`src/rtl/peak_note_pkg.sv`:
```
// Shared types and note lookup table for the peak note detector.
// NOTE_BOUND holds the lowest FFT bin of each equal-temperament note (ascending).
package peak_note_pkg;

    typedef enum logic [1:0] {IDLE, SCAN, EVAL, DONE} state_t;

    localparam int NOTE_W     = 6;
    localparam int BOUND_W    = 11;
    localparam int NUM_BOUNDS = 63;

    localparam logic [BOUND_W-1:0] NOTE_BOUND [NUM_BOUNDS] = '{
        11'd2,   11'd3,   11'd4,   11'd5,   11'd6,   11'd7,   11'd8,   11'd9,
        11'd10,  11'd11,  11'd12,  11'd13,  11'd14,  11'd15,  11'd16,  11'd17,
        11'd18,  11'd19,  11'd20,  11'd21,  11'd22,  11'd24,  11'd25,  11'd27,
        11'd28,  11'd30,  11'd32,  11'd34,  11'd36,  11'd38,  11'd40,  11'd42,
        11'd45,  11'd48,  11'd50,  11'd53,  11'd57,  11'd60,  11'd64,  11'd67,
        11'd71,  11'd76,  11'd80,  11'd85,  11'd90,  11'd95,  11'd101, 11'd107,
        11'd113, 11'd120, 11'd127, 11'd135, 11'd143, 11'd151, 11'd160, 11'd170,
        11'd180, 11'd190, 11'd202, 11'd214, 11'd227, 11'd240, 11'd254
    };

endpackage

```
`src/rtl/peak_note_detector_if.sv`:
```
// Magnitude stream from the filter plus the frame-done handshake back to it.
interface peak_note_detector_if #(
    parameter int MAG_W = 64,
    parameter int IDX_W = 11
);
    logic             start;
    logic             mag_valid;
    logic [MAG_W-1:0] mag;
    logic [IDX_W-1:0] index;
    logic             done;

    modport master (output start, mag_valid, mag, index, input done);
    modport slave  (input start, mag_valid, mag, index, output done);
endinterface

```
`src/rtl/peak_note_detector_bin_to_note.sv`:
```
// Combinational bin-to-note mapping: number of note boundaries at or below the bin.
module bin_to_note
    import peak_note_pkg::*;
#(
    parameter int IDX_W = 11
) (
    input  logic [IDX_W-1:0]  bin,
    output logic [NOTE_W-1:0] note_num
);

    always_comb begin
        note_num = '0;
        for (int i = 0; i < NUM_BOUNDS; i++) begin
            if (int'(bin) >= int'(NOTE_BOUND[i]))
                note_num = note_num + NOTE_W'(1);
        end
    end

endmodule

```
`src/rtl/peak_note_detector.sv`:
```
// Per-frame peak search over the magnitude stream with multi-frame debounce
// before the peak bin and its note number are published.
module peak_note_detector
    import peak_note_pkg::*;
#(
    parameter int               MAG_W         = 64,
    parameter int               IDX_W         = 11,
    parameter int               NUM_BINS      = 1024,
    parameter int               MIN_BIN       = 2,
    parameter logic [MAG_W-1:0] THRESH        = 64'd1000000,
    parameter int               STABLE_FRAMES = 3
) (
    input  logic                 CLOCK_50,
    input  logic                 reset,
    peak_note_detector_if.slave  bus,
    output logic [IDX_W-1:0]     peak_index,
    output logic [MAG_W-1:0]     peak_mag,
    output logic [NOTE_W-1:0]    note_num,
    output logic                 note_valid
);

    localparam int              CNT_W   = $clog2(STABLE_FRAMES + 1);
    localparam logic [CNT_W-1:0] CNT_MAX = CNT_W'(STABLE_FRAMES);

    state_t              state;
    logic                done_r;
    logic [MAG_W-1:0]    max_mag;
    logic [IDX_W-1:0]    max_idx;
    logic [IDX_W:0]      cand;
    logic [IDX_W:0]      new_cand;
    logic [CNT_W-1:0]    stable_cnt;
    logic [CNT_W-1:0]    cnt_next;
    logic                bin_wins;
    logic                last_bin;
    logic [NOTE_W-1:0]   max_note;

    assign bus.done = done_r;

    bin_to_note #(.IDX_W(IDX_W)) u_bin_to_note (
        .bin      (max_idx),
        .note_num (max_note)
    );

    // Candidate is {valid, bin}; an empty frame is all-zero so repeated silence also debounces.
    always_comb begin
        bin_wins = bus.mag_valid && (int'(bus.index) >= MIN_BIN) &&
                   (int'(bus.index) < NUM_BINS) && (bus.mag > max_mag);
        last_bin = bus.mag_valid && (int'(bus.index) == NUM_BINS - 1);
        new_cand = (max_mag >= THRESH) ? {1'b1, max_idx} : '0;
        if (new_cand != cand)
            cnt_next = CNT_W'(1);
        else if (stable_cnt == CNT_MAX)
            cnt_next = CNT_MAX;
        else
            cnt_next = stable_cnt + CNT_W'(1);
    end

    always_ff @(posedge CLOCK_50) begin
        if (reset) begin
            state      <= IDLE;
            done_r     <= 1'b0;
            max_mag    <= '0;
            max_idx    <= '0;
            cand       <= '0;
            stable_cnt <= '0;
            peak_index <= '0;
            peak_mag   <= '0;
            note_num   <= '0;
            note_valid <= 1'b0;
        end else begin
            done_r <= 1'b0;
            case (state)
                IDLE: begin
                    if (bus.start) begin
                        max_mag <= '0;
                        max_idx <= '0;
                        state   <= SCAN;
                    end
                end
                SCAN: begin
                    // A restart drops whatever bin arrives alongside it.
                    if (bus.start) begin
                        max_mag <= '0;
                        max_idx <= '0;
                    end else begin
                        if (bin_wins) begin
                            max_mag <= bus.mag;
                            max_idx <= bus.index;
                        end
                        if (last_bin)
                            state <= EVAL;
                    end
                end
                EVAL: begin
                    cand       <= new_cand;
                    stable_cnt <= cnt_next;
                    if (cnt_next == CNT_MAX) begin
                        if (new_cand[IDX_W]) begin
                            peak_index <= max_idx;
                            peak_mag   <= max_mag;
                            note_num   <= max_note;
                            note_valid <= 1'b1;
                        end else begin
                            note_num   <= '0;
                            note_valid <= 1'b0;
                        end
                    end
                    done_r <= 1'b1;
                    state  <= DONE;
                end
                DONE: state <= IDLE;
                default: state <= IDLE;
            endcase
        end
    end

endmodule

```
`src/flat_wrapper.sv`:
```
// flat-port wrapper written by rule: the top's interface ports become plain ports
module peak_note_detector_flat import peak_note_pkg::*;
#(
    parameter int               MAG_W         = 64,
    parameter int               IDX_W         = 11,
    parameter int               NUM_BINS      = 1024,
    parameter int               MIN_BIN       = 2,
    parameter logic [MAG_W-1:0] THRESH        = 64'd1000000,
    parameter int               STABLE_FRAMES = 3
)
  (CLOCK_50, reset, peak_index, peak_mag, note_num, note_valid, bus_start, bus_mag_valid, bus_mag, bus_index, bus_done);
  peak_note_detector_if #(.MAG_W(MAG_W), .IDX_W(IDX_W)) bus_i ();
  input  logic CLOCK_50;
  input  logic reset;
  output logic [IDX_W-1:0] peak_index;
  output logic [MAG_W-1:0] peak_mag;
  output logic [NOTE_W-1:0] note_num;
  output logic note_valid;
  input wire logic [$bits(bus_i.start)-1:0] bus_start;
  input wire logic [$bits(bus_i.mag_valid)-1:0] bus_mag_valid;
  input wire logic [$bits(bus_i.mag)-1:0] bus_mag;
  input wire logic [$bits(bus_i.index)-1:0] bus_index;
  output wire logic [$bits(bus_i.done)-1:0] bus_done;
  assign bus_i.start = bus_start;
  assign bus_i.mag_valid = bus_mag_valid;
  assign bus_i.mag = bus_mag;
  assign bus_i.index = bus_index;
  assign bus_done = bus_i.done;
  peak_note_detector #(.MAG_W(MAG_W), .IDX_W(IDX_W), .NUM_BINS(NUM_BINS), .MIN_BIN(MIN_BIN), .THRESH(THRESH), .STABLE_FRAMES(STABLE_FRAMES)) u_core (.CLOCK_50(CLOCK_50), .reset(reset), .bus(bus_i), .peak_index(peak_index), .peak_mag(peak_mag), .note_num(note_num), .note_valid(note_valid));
endmodule
```
`config.mk`:
```
export PLATFORM = sky130hd
export DESIGN_NAME = peak_note_detector_flat
export DESIGN_NICKNAME = d
export VERILOG_FILES = /design/src/rtl/peak_note_pkg.sv /design/src/rtl/peak_note_detector_if.sv /design/src/rtl/peak_note_detector_bin_to_note.sv /design/src/rtl/peak_note_detector.sv /design/src/flat_wrapper.sv
export SDC_FILE = /design/constraint.sdc
export NUM_CORES = 1
export LEC_CHECK = 0
export CAP_MARGIN = 20
export CORE_MARGIN = 2
export CORE_UTILIZATION = 45
export CTS_CLUSTER_DIAMETER = 100
export DETAILED_ROUTE_END_ITERATION = 8
export PLACE_DENSITY = 0.74
export SLEW_MARGIN = 10
export SYNTH_ARGS = -nofsm -noshare
export SYNTH_HDL_FRONTEND = slang
export SYNTH_SLANG_ARGS = --single-unit
```
`constraint.sdc`:
```
create_clock -name CLOCK_50 -period 37.6 [get_ports CLOCK_50]
set_clock_uncertainty 0.15 [all_clocks]
set_input_delay 9.4 -clock CLOCK_50 [delete_from_list [all_inputs] [get_ports CLOCK_50]]
set_output_delay 9.4 -clock CLOCK_50 [all_outputs]
set_load 0.1 [all_outputs]
```
## Yosys cells after proc, flatten, opt, wreduce, memory -nomap -nowiden

Index checks and enable logic that the tools add are counted.

- $add $sub $neg: 63
- $lt $le $gt $ge: 67
- Multipliers: 0
- Bitwise gates (word level): 0
- Divide/modulo/power cells: 0
- Equal/unequal tests: 11
- Mux-type cells: 81
- Shift operators: 0
- Reductions and logical operators: 10

Operators by type and width:

| cell | count |
|---|---|
| $mux 6 | 63 |
| $add 6x1->6 const B | 62 |
| $mux 64 | 3 |
| $ge 11x7->1 const B | 13 |
| $ge 11x5->1 const B | 12 |
| $ge 11x6->1 const B | 12 |
| $ge 11x8->1 const B | 12 |
| $pmux 64 s2 | 1 |
| $ge 11x4->1 const B | 8 |
| $ge 64x20->1 const B | 1 |
| $gt 64x64->1 | 1 |
| $ge 11x3->1 const B | 4 |
| $ge 11x2->1 const B | 3 |
| $mux 11 | 3 |
| $pmux 11 s2 | 1 |
| $mux 12 | 1 |
| $ne 12x12->1 | 1 |
| $eq 11x11->1 const B | 1 |
| $lt 11x11->1 const B | 1 |
| $mux 2 | 5 |
| $reduce_and 3->1 | 3 |
| $eq 2x2->1 const B | 4 |
| $pmux 2 s4 | 1 |
| $logic_and 1x1->1 | 4 |
| other kinds (9) | 12 |

- Word-level logic and storage cells: 242
- Output and inout bits: 83
- Bits in writable memories: 0
- Register bits: 174
- Memories: 0
- Bits in latches: 0
- Bits in read-only memories: 0

## Logic depth before layout (Yosys ltp)

- Depth after elaboration: 127
- Gate-level depth with buffers: 171

## Modules after synthesis

A second synthesis with hierarchy kept.

- Cells, all modules: 2,431
- Area, all modules: 18,390.1 um^2

Modules (own cells, without submodules):

| module | cells each | times used | area each (um^2) |
|---|---|---|---|
| bin_to_note | 1,531 | 1 | 10,443.8 |
| peak_note_detector | 900 | 1 | 7,946.4 |

## Worst setup path after synthesis

OpenSTA, ideal clock, no wires.

- Path kind: register -> register
- From: register u_core.max_idx[2]
- To: register u_core.note_num[4]
- Arrival time: 29.250 ns
- Stages on the path, launching flop included: 166
- Library setup time: 0.128 ns
- Slack: 8.073 ns
- Path through: dfxtp_1 -> buf_2 -> clkbuf_1 -> clkbuf_1 -> clkbuf_1 -> buf_1 -> nor3_1 -> ha_1 -> clkbuf_1 -> clkbuf_1 -> xnor2_1 -> ha_1 -> o32a_1 -> ha_1 -> o31ai_1 -> or3_1 -> o211a_1 -> ha_1 -> (+130 left out) -> nor2_1 -> ha_1 -> nor2b_1 -> nor3_1 -> a211oi_1 -> ha_1 -> nand2_1 -> o21ai_0 -> ha_1 -> mux2_2 -> ha_1 -> mux2_2 -> ha_1 -> nand2_1 -> nor3b_1 -> xnor3_1 -> a2bb2oi_1 -> nor2_1

- Word-level cells in the longest chain between the ends: 127

Ends and longest elaborated chain:

| what | line | RTL |
|---|---|---|
| start: declaration | peak_note_detector.sv:28 | `logic [IDX_W-1:0] max_idx;` |
| start signal: assignment | peak_note_detector.sv:88 | `max_idx <= bus.index;` |
| $ge 11x2->1 | peak_note_detector_bin_to_note.sv:14 | `if (int'(bin) >= int'(NOTE_BOUND[i]))` |
| $mux 1 | peak_note_detector_bin_to_note.sv:14 |  |
| $add 6x1->6 | peak_note_detector_bin_to_note.sv:15 | `note_num = note_num + NOTE_W'(1);` |
| $mux 6 | peak_note_detector_bin_to_note.sv:14 |  |
| $add 6x1->6 | peak_note_detector_bin_to_note.sv:15 |  |
| $mux 6 | peak_note_detector_bin_to_note.sv:14 |  |
| $add 6x1->6 | peak_note_detector_bin_to_note.sv:15 |  |
| $mux 6 | peak_note_detector_bin_to_note.sv:14 |  |
| (+111 left out) | n/a |  |
| $mux 6 | peak_note_detector_bin_to_note.sv:14 |  |
| $add 6x1->6 | peak_note_detector_bin_to_note.sv:15 |  |
| $mux 6 | peak_note_detector_bin_to_note.sv:14 |  |
| $add 6x1->6 | peak_note_detector_bin_to_note.sv:15 |  |
| $mux 6 | peak_note_detector_bin_to_note.sv:14 |  |
| $add 6x1->6 | peak_note_detector_bin_to_note.sv:15 |  |
| $mux 6 | peak_note_detector_bin_to_note.sv:14 |  |
| $mux 6 | peak_note_detector.sv:98 | `if (new_cand[IDX_W]) begin` |
| end signal: assignment | peak_note_detector.sv:101 | `note_num <= max_note;` |
| end: declaration | peak_note_detector.sv:18 | `output logic [NOTE_W-1:0] note_num,` |

Parallel ways exist; a longest one is shown, timed or not.
A chain may end at the register's enable or synchronous reset.

## Worst setup path in the final report

- From: register u_core.max_idx[7]
- To: register u_core.note_num[4]

Same word-level chain as after synthesis.

==> impl_metrics.py <==
metrics = {
    "run_status": {
        "outcome": "completed",
    },
    "drt": {
        "post-route-drc-count": 0,
        "dr.first_iter.drc_count": 1689,
        "wl_per_cell_um": 17.1,
        "drt_pre_antenna_iters": 7,
        "route.antenna.remaining_nets": 0,
        "detailroute.via_count": 19100,
        "drt_wl_total_mm": 54.9,
        "viasPerCell": 5.92,
    },
    "sta": {
        "finalHoldViolations": 0,
        "fin_crit_sh_pct": 88.0,
        "transition_time_at_the_pin_with_the_least_slew_margin_ns": 1.08,
        "totalNegativeSetupSlack_ns": 0,
        "finalMaxSlewViolations": 0,
        "max_freq_mhz": 30.2,
        "slew_headroom_pct": 27.8,
        "finalSetupViolCount": 0,
        "fin_crit_ns": 33.09,
        "grt_setup_unrepaired": "false",
    },
    "critical_path": {
        "critical_path.slowest_cell": "sky130_fd_sc_hd__ha_1",
        "worst_ep_required_time_ns": 37.78,
        "endpoint_of_the_lowest_slack_register_to_register_path": "u_core.note_num[4]",
        "timing.reg2reg.setup_slack_ns": 4.51,
        "path_class": "flop to flop",
        "worst_r2r_path_depth": 157,
        "critical_path_arrival_ns": 33.27,
        "path_common_cell": "sky130_fd_sc_hd__ha_1",
        "r2r-start": "u_core.max_idx[7]",
        "path_max_fanout": 41,
        "startpoint_type": "flop",
        "setup.worst_path.end_class": "flop",
        "worst_path_largest_cell_delay_ns": 0.74,
    },
    "logic_synthesis": {
        "yosys.area.top_type": "sky130_fd_sc_hd__dfxtp_1",
        "synth_seq_cells": 174,
        "edff_count_synth": 0,
        "synthDistinctLibCells": 96,
        "postSynth.topFlopCell": "sky130_fd_sc_hd__dfxtp_1",
        "synth_top_cell_area_share_pct": 18.5,
        "asyncSetResetFlopFracSynth_pct": 0,
        "synth.net_count": 2810,
        "synthesis.area_um2": 18800,
        "yosysWarningCount": 0,
        "synthCells": 2602,
        "yosysSeqAreaShare_pct": 18.5,
        "synthesis.area_per_instance_um2": 7.24,
        "netlist_top_cells_area": "sky130_fd_sc_hd__dfxtp_1 (18%), sky130_fd_sc_hd__ha_1 (8.6%), sky130_fd_sc_hd__xnor2_1 (8.3%)",
    },
    "min_path": {
        "hold_path.startpoint": "u_core.peak_mag[8]",
        "hold_path_depth": 2,
        "worstHoldEndpoint": "u_core.peak_mag[8]",
        "hold_class": "flop to flop",
    },
    "clock_network": {
        "htreeDepth": 4,
        "clockRootBuffer": "sky130_fd_sc_hd__clkbuf_16",
        "cts_buffers": 17,
        "clk_pin_slew_ns": 0.07,
        "cts_hold_repair.buffers": 0,
        "clock_tree_from_tritoncts": "yes",
        "clk_latency_ns": 0.46,
        "max-clock-path-buffers": 2,
        "count_of_cells_resized_by_post_cts_repair": 0,
        "post-cts-setup-buffers": 0,
        "number_of_sinks_driven_by_the_clock_tree": 174,
    },
    "floorplan": {
        "floorplan.initialDensity_pct": 45.8,
        "core_area_um2": 41100,
        "dieHeight_um": 209,
        "pin_count": 162,
        "die-area_um2": 43500,
        "placementRows": 74,
        "floorplan.die.width_um": 209,
    },
    "place": {
        "place.port_buffers": 161,
        "gp_congestion": 0.938,
        "place_hpwl_mm": 42.0,
        "placed_cell_area_um2": 20800,
    },
    "cells_and_area": {
        "drive_above_1_share_pct": 5.47,
        "antenna_cells": 0,
        "final_nets": 2882,
        "nFillCells": 3934,
        "post-route-cell-area_um2": 21400,
        "finish.utilization_pct": 52.1,
        "mostFrequentLayoutCell": "sky130_fd_sc_hd__nand2_1",
        "area.growth.synth_to_final_pct": 13.8,
        "mostFrequentLayoutCells": "sky130_fd_sc_hd__nand2_1 (351), sky130_fd_sc_hd__nor2_1 (297), sky130_fd_sc_hd__a21oi_1 (202)",
    },
    "global_routing": {
        "pin_count_of_the_biggest_net_entering_global_routing": 112,
        "vias_in_the_first_global_route": 18100,
        "grt-ovfl-total": 0,
        "grt_antenna_before_repair": 0,
        "grt_first_pass_wirelength_mm": 90.7,
        "globalRouteTotalUtil_pct": 24.8,
    },
    "job": {
        "cap_viol_max_count": 0,
    },
}
flip-flops by register name, summed over array words and instances, names as in the netlist, 2 cells and up:
name,flops
u_core.peak_mag,64
u_core.state,2
u_core.max_idx,11
u_core.note_num,6
u_core.cand,12
u_core.peak_index,11
u_core.stable_cnt,2
u_core.max_mag,64
routing by layer:
metal	vias to the layer above	wire, um	track usage, %
met3	81	3990	5.32
met1	8974	24000	31.5
met4	0	1140	6.95
met2	670	25800	42.5
met5	-	0	0
li1	9328	-	-
worst max-delay path: cells and delay by family (launching register included):
family / cells / cell delay (ns)
mux: 10 / 2.50
buf+inv: 3 / 0.53
fa+ha+maj: 31 / 9.97
simple gates: 41 / 6.06
xor+xnor: 19 / 3.52
flops: 1 / 0.52
compound gates: 53 / 9.70
worst max-delay path by stage:
stage,start,end,slack (ns),cells past startpoint
floorplan,u_core.max_idx[2],u_core.note_num[4],8.07,165
global placement,u_core.max_idx[5],u_core.note_num[4],6.53,161
detailed placement,u_core.max_idx[7],u_core.note_num[4],5.15,161
CTS,u_core.max_idx[7],u_core.note_num[4],4.97,160
global route,u_core.max_idx[7],u_core.note_num[5],1.62,162
finish,u_core.max_idx[7],u_core.note_num[4],4.51,157
synth_stat cells (15+ instances only):
library cell,count
sky130_fd_sc_hd__o22ai_1,15
sky130_fd_sc_hd__nand2_1,351
sky130_fd_sc_hd__nand2b_1,47
sky130_fd_sc_hd__and3_1,18
sky130_fd_sc_hd__xnor3_1,22
sky130_fd_sc_hd__nand3_1,88
sky130_fd_sc_hd__nor2_1,297
sky130_fd_sc_hd__a21oi_1,202
sky130_fd_sc_hd__mux2_2,16
sky130_fd_sc_hd__dfxtp_1,174
sky130_fd_sc_hd__a22oi_1,16
sky130_fd_sc_hd__mux2i_1,41
sky130_fd_sc_hd__xor2_1,79
sky130_fd_sc_hd__a21o_1,22
sky130_fd_sc_hd__xnor2_1,178
sky130_fd_sc_hd__clkbuf_1,110
sky130_fd_sc_hd__nand4_1,38
sky130_fd_sc_hd__a31oi_1,92
sky130_fd_sc_hd__nor3_1,49
sky130_fd_sc_hd__and2_1,28
sky130_fd_sc_hd__ha_1,129
sky130_fd_sc_hd__inv_1,118
sky130_fd_sc_hd__o21ai_0,133
sky130_fd_sc_hd__nor2b_1,26
sky130_fd_sc_hd__nor4_1,22
cell type report:
cell class                      count  area (um2)  share of cell area (%)
Clock buffer                       17         425                    1.99
Sequential cell                   174        3480                    16.3
Tap cell                          532         666                    3.11
Inverter                          120         450                    2.10
Clock inverter                     15         180                   0.841
Timing Repair Buffer              185        1810                    8.44
Multi-Input combinational cell   2176       14400                    67.3
cells by family (layout without fill, tap and decap cells):
family / after synthesis / after routing / synth area share, %
flops: 174 / 174 / 18.5
fa+ha+maj: 129 / 129 / 8.57
mux: 58 / 58 / 3.21
compound gates: 640 / 640 / 21.3
xor+xnor: 309 / 309 / 17.6
buf+inv: 252 / 337 / 5.16
simple gates: 1040 / 1040 / 25.7
stage by stage:
stage	setup WS [ns]	hold slack, ns	cells
after floorplan	8.07	0.282	2602
after global placement	6.53	0.292	3186
after detailed placement	5.15	0.298	3186
after CTS	4.97	0.306	3218
after global routing	1.62	0.319	3219
final	4.51	0.304	3219
Power is not shown: default switching activity piles up to over one toggle a cycle in this logic, so the estimate is an artifact.
